<file path="config.mk">
export PLATFORM = sky130hd
export DESIGN_NAME = decode_stage_fwd
export DESIGN_NICKNAME = d
export VERILOG_FILES = /design/src/rtl/rv32_pkg.sv /design/src/rtl/rv32_imm_gen.sv /design/src/rtl/decode_stage_fwd.sv
export SDC_FILE = /design/constraint.sdc
export NUM_CORES = 1
export LEC_CHECK = 0
export BUFFER_PORTS_ARGS = -buffer_cell sky130_fd_sc_hd__clkbuf_2
export CELL_PAD_IN_SITES_DETAIL_PLACEMENT = 1
export CELL_PAD_IN_SITES_GLOBAL_PLACEMENT = 1
export CORE_MARGIN = 2
export CORE_UTILIZATION = 26
export CTS_CLUSTER_DIAMETER = 120
export DETAILED_ROUTE_END_ITERATION = 6
export HOLD_SLACK_MARGIN = 0.03
export PLACE_DENSITY_LB_ADDON = 0.12
export SLEW_MARGIN = 20
export SYNTH_ARGS = -nofsm -noshare
export SYNTH_HDL_FRONTEND = slang
export SYNTH_SLANG_ARGS = --single-unit
export TNS_END_PERCENT = 5
</file>
<file path="constraint.sdc">
create_clock -name clk -period 5 [get_ports clk]
set_input_delay 0.25 -clock clk [delete_from_list [all_inputs] [get_ports clk]]
set_output_delay 0.25 -clock clk [all_outputs]
set_load 0.01 [all_outputs]
</file>
<file path="src/rtl/rv32_pkg.sv">
// RV32I opcode constants, reset NOP and the decode-side selector enums
// shared by the decode stage and its immediate generator.
package rv32_pkg;

    localparam logic [6:0] OP     = 7'b0110011;
    localparam logic [6:0] OP_IMM = 7'b0010011;
    localparam logic [6:0] LOAD   = 7'b0000011;
    localparam logic [6:0] STORE  = 7'b0100011;
    localparam logic [6:0] BRANCH = 7'b1100011;
    localparam logic [6:0] LUI    = 7'b0110111;
    localparam logic [6:0] AUIPC  = 7'b0010111;
    localparam logic [6:0] JAL    = 7'b1101111;
    localparam logic [6:0] JALR   = 7'b1100111;

    localparam logic [31:0] NOP_INSN = 32'h0000_0013;

    typedef enum logic [2:0] {
        IMM_I,
        IMM_S,
        IMM_B,
        IMM_U,
        IMM_J,
        IMM_NONE
    } imm_fmt_e;

    typedef enum logic [1:0] {
        A1_ZERO,
        A1_RS1,
        A1_PC
    } a1_sel_e;

    typedef enum logic [1:0] {
        A2_ZERO,
        A2_RS2,
        A2_IMM,
        A2_FOUR
    } a2_sel_e;

endpackage

</file>
<file path="src/rtl/rv32_imm_gen.sv">
// Combinational RV32I immediate generator: sign-extends the I/S/B/U/J field
// of an instruction according to the selected format.
module rv32_imm_gen
    import rv32_pkg::*;
(
    input  logic [31:0] ins,
    input  imm_fmt_e    fmt,
    output logic [31:0] imm
);

    always_comb begin
        imm = '0;
        unique case (fmt)
            IMM_I:    imm = {{20{ins[31]}}, ins[31:20]};
            IMM_S:    imm = {{20{ins[31]}}, ins[31:25], ins[11:7]};
            IMM_B:    imm = {{19{ins[31]}}, ins[31], ins[7], ins[30:25], ins[11:8], 1'b0};
            IMM_U:    imm = {ins[31:12], 12'b0};
            IMM_J:    imm = {{11{ins[31]}}, ins[31], ins[19:12], ins[20], ins[30:21], 1'b0};
            IMM_NONE: imm = '0;
            default:  imm = '0;
        endcase
    end

endmodule

</file>
<file path="src/rtl/decode_stage_fwd.sv">
// RV32I decode stage: one-entry valid/ready register, opcode decode, operand
// forwarding from NUM_FWD writeback sources and load-use stall.
module decode_stage_fwd
    import rv32_pkg::*;
#(
    parameter int unsigned     XLEN    = 32,
    parameter int unsigned     NUM_FWD = 2,
    parameter logic [XLEN-1:0] RST_PC  = '0
) (
    input  logic                    clk,
    input  logic                    rst,
    input  logic                    in_valid,
    output logic                    in_ready,
    input  logic [31:0]             ins_in,
    input  logic [XLEN-1:0]         pc_in,
    input  logic                    flush,
    output logic [4:0]              rs1_addr,
    output logic [4:0]              rs2_addr,
    input  logic [XLEN-1:0]         rso1,
    input  logic [XLEN-1:0]         rso2,
    input  logic [NUM_FWD-1:0]      fwd_we,
    input  logic [5*NUM_FWD-1:0]    fwd_rd,
    input  logic [XLEN*NUM_FWD-1:0] fwd_data,
    input  logic                    ex_load,
    input  logic [4:0]              ex_load_rd,
    output logic                    out_valid,
    input  logic                    out_ready,
    output logic [31:0]             ins_out,
    output logic [XLEN-1:0]         pc_out,
    output logic [XLEN-1:0]         imm_out,
    output logic [XLEN-1:0]         alu_in1,
    output logic [XLEN-1:0]         alu_in2,
    output logic                    illegal
);

    if (XLEN != 32) begin : g_xlen_chk
        $error("decode_stage_fwd: XLEN must be 32");
    end

    logic            vld_q, vld_d;
    logic [31:0]     ins_q, ins_d;
    logic [XLEN-1:0] pc_q, pc_d;

    logic [6:0]  opcode;
    logic        legal, rs1_used, rs2_used, hazard;
    imm_fmt_e    fmt;
    a1_sel_e     a1_sel;
    a2_sel_e     a2_sel;
    logic [31:0] imm;
    logic [XLEN-1:0] src1, src2;

    assign opcode   = ins_q[6:0];
    assign rs1_addr = ins_q[19:15];
    assign rs2_addr = ins_q[24:20];

    always_comb begin
        legal    = 1'b1;
        fmt      = IMM_NONE;
        a1_sel   = A1_ZERO;
        a2_sel   = A2_ZERO;
        rs1_used = 1'b1;
        rs2_used = 1'b0;
        unique case (opcode)
            OP:                  begin a1_sel = A1_RS1; a2_sel = A2_RS2; rs2_used = 1'b1; end
            OP_IMM, LOAD:        begin fmt = IMM_I; a1_sel = A1_RS1; a2_sel = A2_IMM; end
            STORE:               begin fmt = IMM_S; a1_sel = A1_RS1; a2_sel = A2_IMM; rs2_used = 1'b1; end
            BRANCH:              begin fmt = IMM_B; a1_sel = A1_RS1; a2_sel = A2_RS2; rs2_used = 1'b1; end
            LUI:                 begin fmt = IMM_U; a2_sel = A2_IMM; rs1_used = 1'b0; end
            AUIPC:               begin fmt = IMM_U; a1_sel = A1_PC; a2_sel = A2_IMM; rs1_used = 1'b0; end
            JAL:                 begin fmt = IMM_J; a1_sel = A1_PC; a2_sel = A2_FOUR; rs1_used = 1'b0; end
            JALR:                begin fmt = IMM_I; a1_sel = A1_PC; a2_sel = A2_FOUR; end
            default:             legal = 1'b0;
        endcase
    end

    rv32_imm_gen u_imm_gen (
        .ins (ins_q),
        .fmt (fmt),
        .imm (imm)
    );

    // Priority chain built from the oldest source inwards so index 0 is applied last.
    for (genvar i = 0; i < NUM_FWD; i++) begin : g_fwd
        logic [XLEN-1:0] nxt1, nxt2, c1, c2;
        if (i == NUM_FWD - 1) begin : g_last
            assign nxt1 = rso1;
            assign nxt2 = rso2;
        end else begin : g_mid
            assign nxt1 = g_fwd[i+1].c1;
            assign nxt2 = g_fwd[i+1].c2;
        end
        always_comb begin
            c1 = (fwd_we[i] && (fwd_rd[5*i +: 5] == rs1_addr)) ? fwd_data[XLEN*i +: XLEN] : nxt1;
            c2 = (fwd_we[i] && (fwd_rd[5*i +: 5] == rs2_addr)) ? fwd_data[XLEN*i +: XLEN] : nxt2;
        end
    end

    always_comb begin
        src1 = (rs1_addr == 5'd0) ? '0 : g_fwd[0].c1;
        src2 = (rs2_addr == 5'd0) ? '0 : g_fwd[0].c2;
    end

    always_comb begin
        alu_in1 = '0;
        alu_in2 = '0;
        unique case (a1_sel)
            A1_RS1:  alu_in1 = src1;
            A1_PC:   alu_in1 = pc_q;
            default: alu_in1 = '0;
        endcase
        unique case (a2_sel)
            A2_RS2:  alu_in2 = src2;
            A2_IMM:  alu_in2 = imm;
            A2_FOUR: alu_in2 = 32'd4;
            default: alu_in2 = '0;
        endcase
    end

    always_comb begin
        hazard = vld_q && ex_load && (ex_load_rd != 5'd0) &&
                 ((rs1_used && (rs1_addr == ex_load_rd)) ||
                  (rs2_used && (rs2_addr == ex_load_rd)));
        out_valid = vld_q && !hazard;
        in_ready  = !vld_q || (out_ready && !hazard);
        illegal   = vld_q && !legal;
        imm_out   = imm;
        ins_out   = ins_q;
        pc_out    = pc_q;
    end

    always_comb begin
        vld_d = vld_q;
        ins_d = ins_q;
        pc_d  = pc_q;
        if (flush) begin
            vld_d = 1'b0;
        end else if (in_valid && in_ready) begin
            vld_d = 1'b1;
            ins_d = ins_in;
            pc_d  = pc_in;
        end else if (out_valid && out_ready) begin
            vld_d = 1'b0;
        end
    end

    always_ff @(posedge clk) begin
        if (rst) begin
            vld_q <= 1'b0;
            ins_q <= NOP_INSN;
            pc_q  <= RST_PC;
        end else begin
            vld_q <= vld_d;
            ins_q <= ins_d;
            pc_q  <= pc_d;
        end
    end

endmodule

</file>
# Word-level counts from Yosys, hierarchy flattened
# Index checks and enable logic that the tools add are counted.
# classes
eq_ne	24
mux	17
bitwise_logic	1
reduce_logical	36
# ops
operator	n
$mux W32	6
$pmux W32 S5	1
$pmux W32 S3	1
$pmux W32 S2	1
$eq A5 B5 Y1	6
$eq A7 B6 Y1 const B	3
$eq A7 B7 Y1 const B	3
$pmux W3 S5	1
$eq A7 B5 Y1 const B	2
$logic_and A1 B1 Y1	14
$reduce_or A3 Y1	4
$logic_not A5 Y1	2
$reduce_or A5 Y1	2
$reduce_or A9 Y1	1
$reduce_or A2 Y1	4
$eq A7 B2 Y1 const B	1
$eq A2 B2 Y1 const B	3
$eq A3 B2 Y1 const B	2
$pmux W2 S3	1
$mux W1	5
$reduce_bool A5 Y1	1
$eq A2 B1 Y1 const B	2
$pmux W2 S2	1
$eq A3 B1 Y1 const B	1
7 further kinds	10
# totals
ff_bits	65
output_inout_bits	173

# Logic depth before layout (Yosys ltp)
# Gate-level depths: netlist of run 1.
# depth
depth_word	11
ltp_mapped	10

# By module
# From an unflattened synthesis of run 1, not the netlist that was laid out.
# unflattened
hier_cells	1231
hier_area_um2	7986.4
# modules_own_cells
mod	instances	cells_per_inst	area_per_inst_um2	seq_area_each_um2
decode_stage_fwd	1	1137	7445.9	1301.2
rv32_imm_gen	1	94	540.5	0.0

# Least setup slack after synthesis of run 1
# OpenSTA, ideal clock, no wires.
# synth_timing
path_kind	register -> output
startpoint	reg ins_q[4] (netlist: ins_out[4])
endpoint	out alu_in1[0]
arrival_ns	2.545
t_required_ns	4.750
path_slack_ns	2.205
stages_incl_launch_ff	10
path_cell_list	dfxtp_1 clkbuf_1 nand3b_1 or3_1 o21ai_0 ha_1 nor3b_1 clkbuf_1 o21ai_0 o21ai_0
# synth_via
elab_chain_cells	5
# synth_lines
element	line_no	text
from (decl)	decode_stage_fwd.sv:41	logic [31:0] ins_q, ins_d;
from (signal assigned)	decode_stage_fwd.sv:153	ins_q <= ins_d;
$eq A7 B7 Y1 (tied with other cells)	decode_stage_fwd.sv:63	unique case (opcode)
$reduce_or A5 Y1 (no line) / $reduce_or A3 Y1 (equally long branches)	n/a	
$pmux W2 S2 (*)	decode_stage_fwd.sv:63	
$eq A2 B2 Y1 / $eq A2 B1 Y1 (equally long branches)	decode_stage_fwd.sv:106	unique case (a1_sel)
$pmux W32 S2 (*)	decode_stage_fwd.sv:106	
to (decl)	decode_stage_fwd.sv:31	output logic [XLEN-1:0] alu_in1,
# Mark *: on every way between the ends. The rest lies on a longest branch, timed or not.

# Final worst setup path of run 1
# layout_timing
startpoint	reg ins_q[5] (netlist: ins_out[5])
endpoint	out alu_in2[10]
# layout_via
elab_chain_cells	6
# layout_lines
element	line_no	text
$eq A7 B7 Y1 (tied with other cells)	decode_stage_fwd.sv:63	
$reduce_or A3 Y1 (no line) / $reduce_or A2 Y1 (equally long branches)	n/a	
$pmux W3 S5	decode_stage_fwd.sv:63	
$eq A3 B3 Y1 (tied with other cells)	rv32_imm_gen.sv:13	unique case (fmt)
$pmux W32 S5	rv32_imm_gen.sv:13	
$pmux W32 S3 (*)	decode_stage_fwd.sv:111	unique case (a2_sel)
to (decl)	decode_stage_fwd.sv:32	output logic [XLEN-1:0] alu_in2,
# Marked as above.

==> results of run 1 <==
## cells in the mapped netlist, types with 3 or more instances
library cell / number / area, um2
inv_1: 27 / 101.4
nor4_1: 3 / 18.77
nand2b_1: 123 / 769.5
xnor2_1: 16 / 140.1
a22o_1: 4 / 35.03
o31ai_1: 7 / 52.55
mux2i_1: 64 / 640.6
and3_1: 66 / 412.9
nor3_1: 6 / 30.03
buf_2: 4 / 20.02
nor2_1: 42 / 157.7
o32ai_1: 24 / 210.2
buf_4: 10 / 75.07
xor2_1: 15 / 131.4
dfxtp_1: 65 / 1301
buf_6: 7 / 78.83
nand3_1: 37 / 185.2
nor3b_1: 3 / 22.52
nor2b_1: 3 / 18.77
or4_1: 4 / 30.03
o21ai_0: 105 / 525.5
a211oi_1: 34 / 255.2
o2bb2ai_1: 3 / 26.28
nand2_1: 48 / 180.2
o2111ai_1: 3 / 26.28
and2_1: 6 / 37.54
a21oi_1: 21 / 105.1
clkbuf_1: 72 / 270.3
## worst register-to-register path: cells and delay by family, from the launching register on
family | cells | cell delay (ns)
muxes | 1 | 0.28
and+or+nand+nor | 3 | 0.83
AOI/OAI and AO/OA | 1 | 0.65
buffers and inverters | 1 | 0.60
DFF | 1 | 0.69
## kinds of logic (layout without fill, tap and decap cells)
family	after synthesis	after routing	share of synthesized area
buffers and inverters	122	444	0.09142
and+or+nand+nor	350	350	0.3198
xor gates and xnor gates	31	31	0.04488
adders and majority gates	2	2	0.004136
AOI/OAI and AO/OA	212	212	0.2188
other	0	5	0
muxes	64	64	0.1059
DFF	65	65	0.2151
## flip-flops by register name, indices dropped and copies added, names as in the netlist
register / flops
vld_q: 1
ins_out: 32
pc_out: 32
## worst paths after layout
| check | end | slack (ns) | cells past startpoint |
|---|---|---|---|
| setup reg to reg | ins_out[14] | 1.87 | 6 |
| hold reg to reg | pc_out[23] | 0.50 | 2 |
| hold / removal | pc_out[30] | 0.14 | 3 |
| setup / recovery | alu_in2[10] | 1.38 | 7 |
## power breakdown
part           total (mW)  switching (mW)  internal [mW]
logic               0.724           0.430          0.294
registers           0.626          0.0685          0.558
clock network       0.675           0.285          0.390
## per-layer routing
| layer | vias up | share of wire | GRT usage |
|---|---|---|---|
| met3 | 55 | 0.077 | 0.06480 |
| met4 | 2 | 0.027 | 0.09524 |
| li1 | 3608 | - | - |
| met1 | 3684 | 0.42 | 0.3494 |
| met2 | 333 | 0.48 | 0.4751 |
| met5 | - | 0.00037 | 0 |
## placed cells by master (no fill, tap or decap), types with 3 or more instances in the layout
cell       instances
a211oi_1          34
a21oi_1           21
a22o_1             4
and2_1             5
and3_1            65
buf_4             15
clkbuf_16          9
clkbuf_2         386
dfxtp_1           65
diode_2            5
inv_1             27
mux2i_1           64
nand2_1           48
nand2b_1         123
nand3_1           35
nor2_1            42
nor3_1             5
o2111ai_1          3
o21ai_0          105
o2bb2ai_1          3
o31ai_1            6
o32ai_1           24
or4_1              4
xnor2_1           16
xor2_1            15
## per-stage QoR
step                      hold slack, ns  utilization
final                             0.1372       0.3683
after global routing              0.1450       0.3681
after detailed placement          0.4868       0.3545
after CTS                         0.1306       0.3678
after floorplan                   0.3824            -
after global placement            0.4769       0.3545
## final cells by class
cell class                 count  area, um2  share of cell area
tap                          285      356.6             0.04263
multi-input combinational    659       4247              0.5077
clock inverter                 7      76.32            0.009125
antenna                        5      12.51            0.001496
timing repair buffer         401       2044              0.2444
sequential                    65       1301              0.1556
inverter                      27      101.3             0.01212
clock buffer                   9      225.2             0.02693
==> results.py, run 1 <==
metrics = {
    "layout": {
        "fin_area_um2": 8364,
        "finalNetCount": 1380,
        "drive_gt1_frac": 0.3673,
        "fillCellCount": 2964,
        "area_growth_pct": 38.26,
        "layout.cells.non_filler": 1458,
    },
    "floorplanning": {
        "core-area_um2": 22710,
        "initial_core_util": 0.2664,
        "die_y_um": 156.5,
        "num_io_pins": 388,
        "chipWidth_um": 156.5,
        "rows": 55,
        "die_area_um2": 24500,
    },
    "sta": {
        "max_freq_ghz": 0.2765,
        "relSlewSlack": 0.2900,
        "fin_crit_ns": 3.617,
        "rsz0062_at_grt": "false",
        "worst_pin_slew_ns": 1.059,
        "hold_viol": 0,
        "worst_clock_skew_ns": 0.009779,
        "setup-violations-final": 0,
        "fin_ws_ns": 1.383,
        "finalSetupTns_ns": 0,
        "fin_crit_sh": 0.7234,
        "finalMaxSlewViolations": 0,
    },
    "drt": {
        "via_count": 7682,
        "drcViolationCount": 0,
        "routed_wl_um": 35310,
        "ant_nets": 0,
        "viasPerCell": 5.269,
        "wire_per_inst_um": 24.22,
        "first_pass_iters": 4,
        "drt_iter0_drc": 359,
    },
    "setup_path": {
        "slowest_stage": "dfxtp_1",
        "slowest_delay_ns": 0.69,
        "timing.critical_path.fanout_max": 27,
        "worst-path-buf-inv": 2,
        "cp.required_ns": 4.75,
        "critPathLaunchType": "flip-flop",
        "critical-path-top-delay-family": "compound AO/OA/AOI/OAI gates",
        "path_class": "flip-flop to output port",
        "end_kind": "output port",
        "cp-startpoint": "ins_out[5]",
        "crit_arrival_ns": 3.37,
        "reg2reg_from": "ins_out[5]",
        "worstPathCellList": "and4b_1 -> o2111ai_1 -> a21oi_1 -> nand3_1 -> buf_4 -> o32ai_1 -> clkbuf_2",
    },
    "placement": {
        "dp_cells": 1437,
        "port_buffers": 387,
        "pre_cts_ws_ns": 1.816,
        "dp.final_hpwl_um": 27050,
        "placed_area_um2": 8050,
        "globalplace.congestion": 0.8393,
    },
    "worst_hold_path": {
        "min-delay-start": "pc_in[30]",
        "holdCritPathClass": "primary input to flip-flop",
    },
    "logic_synthesis": {
        "synthesis.nets": 1063,
        "synth.avg_cell_area_um2": 7.151,
        "synthDistinctLibCells": 47,
        "synth_ff_type": "dfxtp_1",
        "ys_warn_count": 0,
        "syn_area_um2": 6050,
        "synth-edff-count": 0,
        "async_flop_share": 0,
        "synth_cells": 846,
        "synth.yosys.seq_area_share": 0.2151,
        "synth_seq_cells": 65,
    },
    "cts": {
        "h-tree-depth": 3,
        "cts_resized": 0,
        "cts_root_buf": "clkbuf_16",
        "clockBufferDepth": 2,
        "cts_tree": "yes",
        "cts_hold_buffers": 0,
        "cts.clk_slew.worst_paths_ns": 0.07,
        "cts_made_buffers": 9,
        "post_cts_buffers": 0,
        "clk_latency_ns": 0.34,
        "cts_num_sinks": 65,
    },
    "power": {
        "ir_worst_vdd_uv": 110.3,
        "p_per_area_nw_per_um2": 242.2,
        "power.leakage_nw": 4.160,
        "power_mw": 2.025,
    },
    "global_routing": {
        "grt_max_degree": 130,
        "grt_pass1_wl_um": 50830,
        "grt_pass1_vias": 7855,
        "grt_usage": 0.2804,
        "gr-total-overflow": 0,
        "antenna_found_initial": 5,
    },
    "run_status": {
        "status": "finished, final reports clean",
    },
    "run": {
        "max-cap-violations": 0,
    },
}
(Power assumes the default switching activity.)
==> inputs of run 2 (changes only) <==
- ABC_AREA: default -> 1
- CORE_UTILIZATION: 26 -> 24
- clock period: 5 -> 2.9 ns (I/O delays scaled with it)
==> run 2 against run 1 <==
Critical path depth is 2 higher. Critical path type unchanged. Clock power grew 87%. Synthesized area grew 1.9%. Synthesized cell count is 40% higher. Total power is 76% higher. Clock skew decreased by 0.0025 ns.
==> results.py, run 2 <==
metrics = {
    "cts": {
        "clockBufferDepth": 2,
        "cts.clk_slew.worst_paths_ns": 0.07,
        "clk_latency_ns": 0.34,
        "cts_made_buffers": 9,
        "cts_tree": "yes",
        "h-tree-depth": 3,
        "cts_root_buf": "clkbuf_16",
        "cts_num_sinks": 65,
    },
    "power": {
        "ir_worst_vdd_uv": 272.8,
        "p_per_area_nw_per_um2": 401.2,
        "power.leakage_nw": 5.109,
    },
    "floorplanning": {
        "initial_core_util": 0.2448,
        "rows": 58,
        "num_io_pins": 388,
        "die_y_um": 164.3,
        "chipWidth_um": 164.3,
        "die_area_um2": 26980,
        "core-area_um2": 25180,
    },
    "drt": {
        "drcViolationCount": 0,
        "viasPerCell": 4.909,
        "wire_per_inst_um": 20.15,
        "first_pass_iters": 4,
        "drt_iter0_drc": 526,
        "via_count": 9170,
        "routed_wl_um": 37640,
        "ant_nets": 0,
    },
    "logic_synthesis": {
        "synthesis.nets": 1405,
        "yosys.area.top_type": "nand2_1",
        "synth.avg_cell_area_um2": 5.188,
        "async_flop_share": 0,
        "ys_warn_count": 0,
        "synth_cells": 1188,
        "synth_ff_type": "dfxtp_1",
        "synthTopCellsByCount": "371 x nand2_1, 214 x nor2_1, 136 x nand3_1",
        "syn_area_um2": 6163,
        "synth_seq_cells": 65,
        "synthDistinctLibCells": 29,
        "synthTopCellsByArea": "nand2_1 23%, dfxtp_1 21%, nor2_1 13%, nand3_1 11%, a21oi_1 8.4%",
        "synthMostInstantiatedCell": "nand2_1",
        "synth.yosys.seq_area_share": 0.2111,
        "synthDominantCellAreaShare": 0.2259,
        "synth-edff-count": 0,
    },
    "sta": {
        "relSlewSlack": 0.5315,
        "fin_crit_sh": 0.9302,
        "rsz0062_at_grt": "false",
        "worst_clock_skew_ns": 0.007287,
        "finalMaxSlewViolations": 0,
        "finalSetupTns_ns": 0,
        "fin_crit_ns": 2.697,
        "setup-violations-final": 0,
        "worst_pin_slew_ns": 0.7017,
        "hold_viol": 0,
        "max_freq_ghz": 0.3707,
        "fin_hold_ws_ns": 0.05843,
    },
    "setup_path": {
        "reg2reg_from": "ins_out[2]",
        "critical-path-top-delay-family": "buffers and inverters",
        "path_class": "flip-flop to output port",
        "worst-path-buf-inv": 3,
        "cp.required_ns": 2.76,
        "worstPathCellList": "inv_1 -> o22ai_1 -> nor2_2 -> nand3_2 -> buf_4 -> o211ai_1 -> nand2_1 -> a21oi_1 -> clkbuf_2",
        "slowest_delay_ns": 0.40,
        "rr_worst_depth": 12,
        "slowest_stage": "dfxtp_2",
        "crit_arrival_ns": 2.55,
        "r2r_setup_slack_ns": 0.60,
        "timing.critical_path.fanout_max": 18,
        "critPathLaunchType": "flip-flop",
        "r2r-end": "pc_out[21]",
        "end_kind": "output port",
    },
    "worst_hold_path": {
        "min-delay-start": "ins_in[1]",
        "min_to": "ins_out[1]",
        "holdCritPathClass": "primary input to flip-flop",
        "min_path_cells": 3,
    },
    "global_routing": {
        "grt_use_met3": 0.05657,
        "met2_usage": 0.4572,
        "grt_max_degree": 93,
        "busiest_layer": "met2",
        "grt_usage": 0.2631,
        "grt_use_met1": 0.3250,
        "gr-total-overflow": 0,
        "grt_pass1_vias": 8749,
        "grt_pass1_wl_um": 53060,
        "antenna_found_initial": 2,
    },
    "layout": {
        "finalCoreUtilization": 0.3527,
        "drive_gt1_frac": 0.2988,
        "layout.cells.non_filler": 1868,
        "final_cell_mix": "387 x clkbuf_2, 371 x nand2_1, 208 x nor2_1, 132 x nand3_1, 109 x inv_1",
        "area_growth_pct": 44.09,
        "fin_area_um2": 8881,
        "fillCellCount": 3574,
        "finalNetCount": 1748,
        "final_common_cell": "clkbuf_2",
    },
    "placement": {
        "dp.final_hpwl_um": 29950,
        "port_buffers": 387,
        "placed_area_um2": 8463,
        "dp_cells": 1845,
        "globalplace.congestion": 0.9339,
    },
    "run_status": {
        "status": "finished, final reports clean",
    },
    "run": {
        "max-cap-violations": 0,
    },
}
==> run 2: changes by cell type in the layout (fill, tap and decap cells not counted), moves of 15 or more <==
cell,delta
a21oi_1,+80
and3_1,-65
o21ai_0,-78
nand3_1,+97
nand2b_1,-123
a211oi_1,-32
inv_1,+82
xnor2_1,-15
o32ai_1,-24
nand2_1,+323
nor2_1,+166
mux2i_1,-64
nand4_1,+29
==> run 2: kinds of logic after synthesis <==
kind of cell               after synthesis  share of synthesized area
and+or+nand+nor                        764                     0.5102
xor gates and xnor gates                 7                   0.009947
adders and majority gates                2                   0.004059
AOI/OAI and AO/OA                      150                     0.1279
DFF                                     65                     0.2111
buffers and inverters                  200                     0.1368
==> run 2: final cells by class <==
cell class,instances,area [um2],share of cell area
tap,330,412.9,0.04649
clock inverter,7,93.84,0.01057
inverter,110,412.9,0.04649
clock buffer,9,225.2,0.02536
sequential,65,1304,0.1468
multi-input combinational,924,4139,0.4660
antenna,2,5.005,0.0005635
timing repair buffer,421,2288,0.2577
==> run 2: through the flow <==
stage                     power, mW  setup WS [ns]
after floorplan               1.686         0.9561
after global placement        2.291         0.3095
after detailed placement      2.296         0.3212
after CTS                     3.561        0.02109
after global routing          3.753       0.002187
final                         3.563         0.2025
==> run 2: layer usage <==
metal,up-vias,routed length [um]
met3,42,2484
met4,0,929
met1,4336,15780
met5,-,0
li1,4468,-
met2,324,18440
==> run 2: how the worst max path moves through the flow <==
stage | from | to | slack [ns] | depth (start not counted)
final | ins_out[19] | alu_in1[26] | 0.20 | 9
after global routing | ins_out[17] | alu_in1[0] | 0.002 | 9
after CTS | ins_out[0] | alu_in2[25] | 0.02 | 11
after detailed placement | ins_out[2] | alu_in1[0] | 0.32 | 9
after global placement | ins_out[2] | alu_in1[0] | 0.31 | 9
after floorplan | ins_out[1] | alu_in2[20] | 0.96 | 11
==> run 2: worst reg2reg max path: cells and delay by family (launching register included) <==
kind	cells	cell delay (ns)
flops	1	0.41
simple gates	11	1.50
buf+inv	1	0.30
==> run 2: what timing repair did <==
item / in CTS / in global routing
setup endpoints to repair: 1 / 46
hold buffers: 2 / 0
pin swaps: 0 / 1
buffers inserted: 0 / 2
hold endpoints to repair: 1 / 0
cloned: 0 / 1
resized for setup: 1 / 12
==> run 2: report_power, final <==
| group | internal (mW) | switching (mW) |
|---|---|---|
| clock network | 0.755 | 0.502 |
| registers | 0.955 | 0.0762 |
| logic | 0.465 | 0.810 |
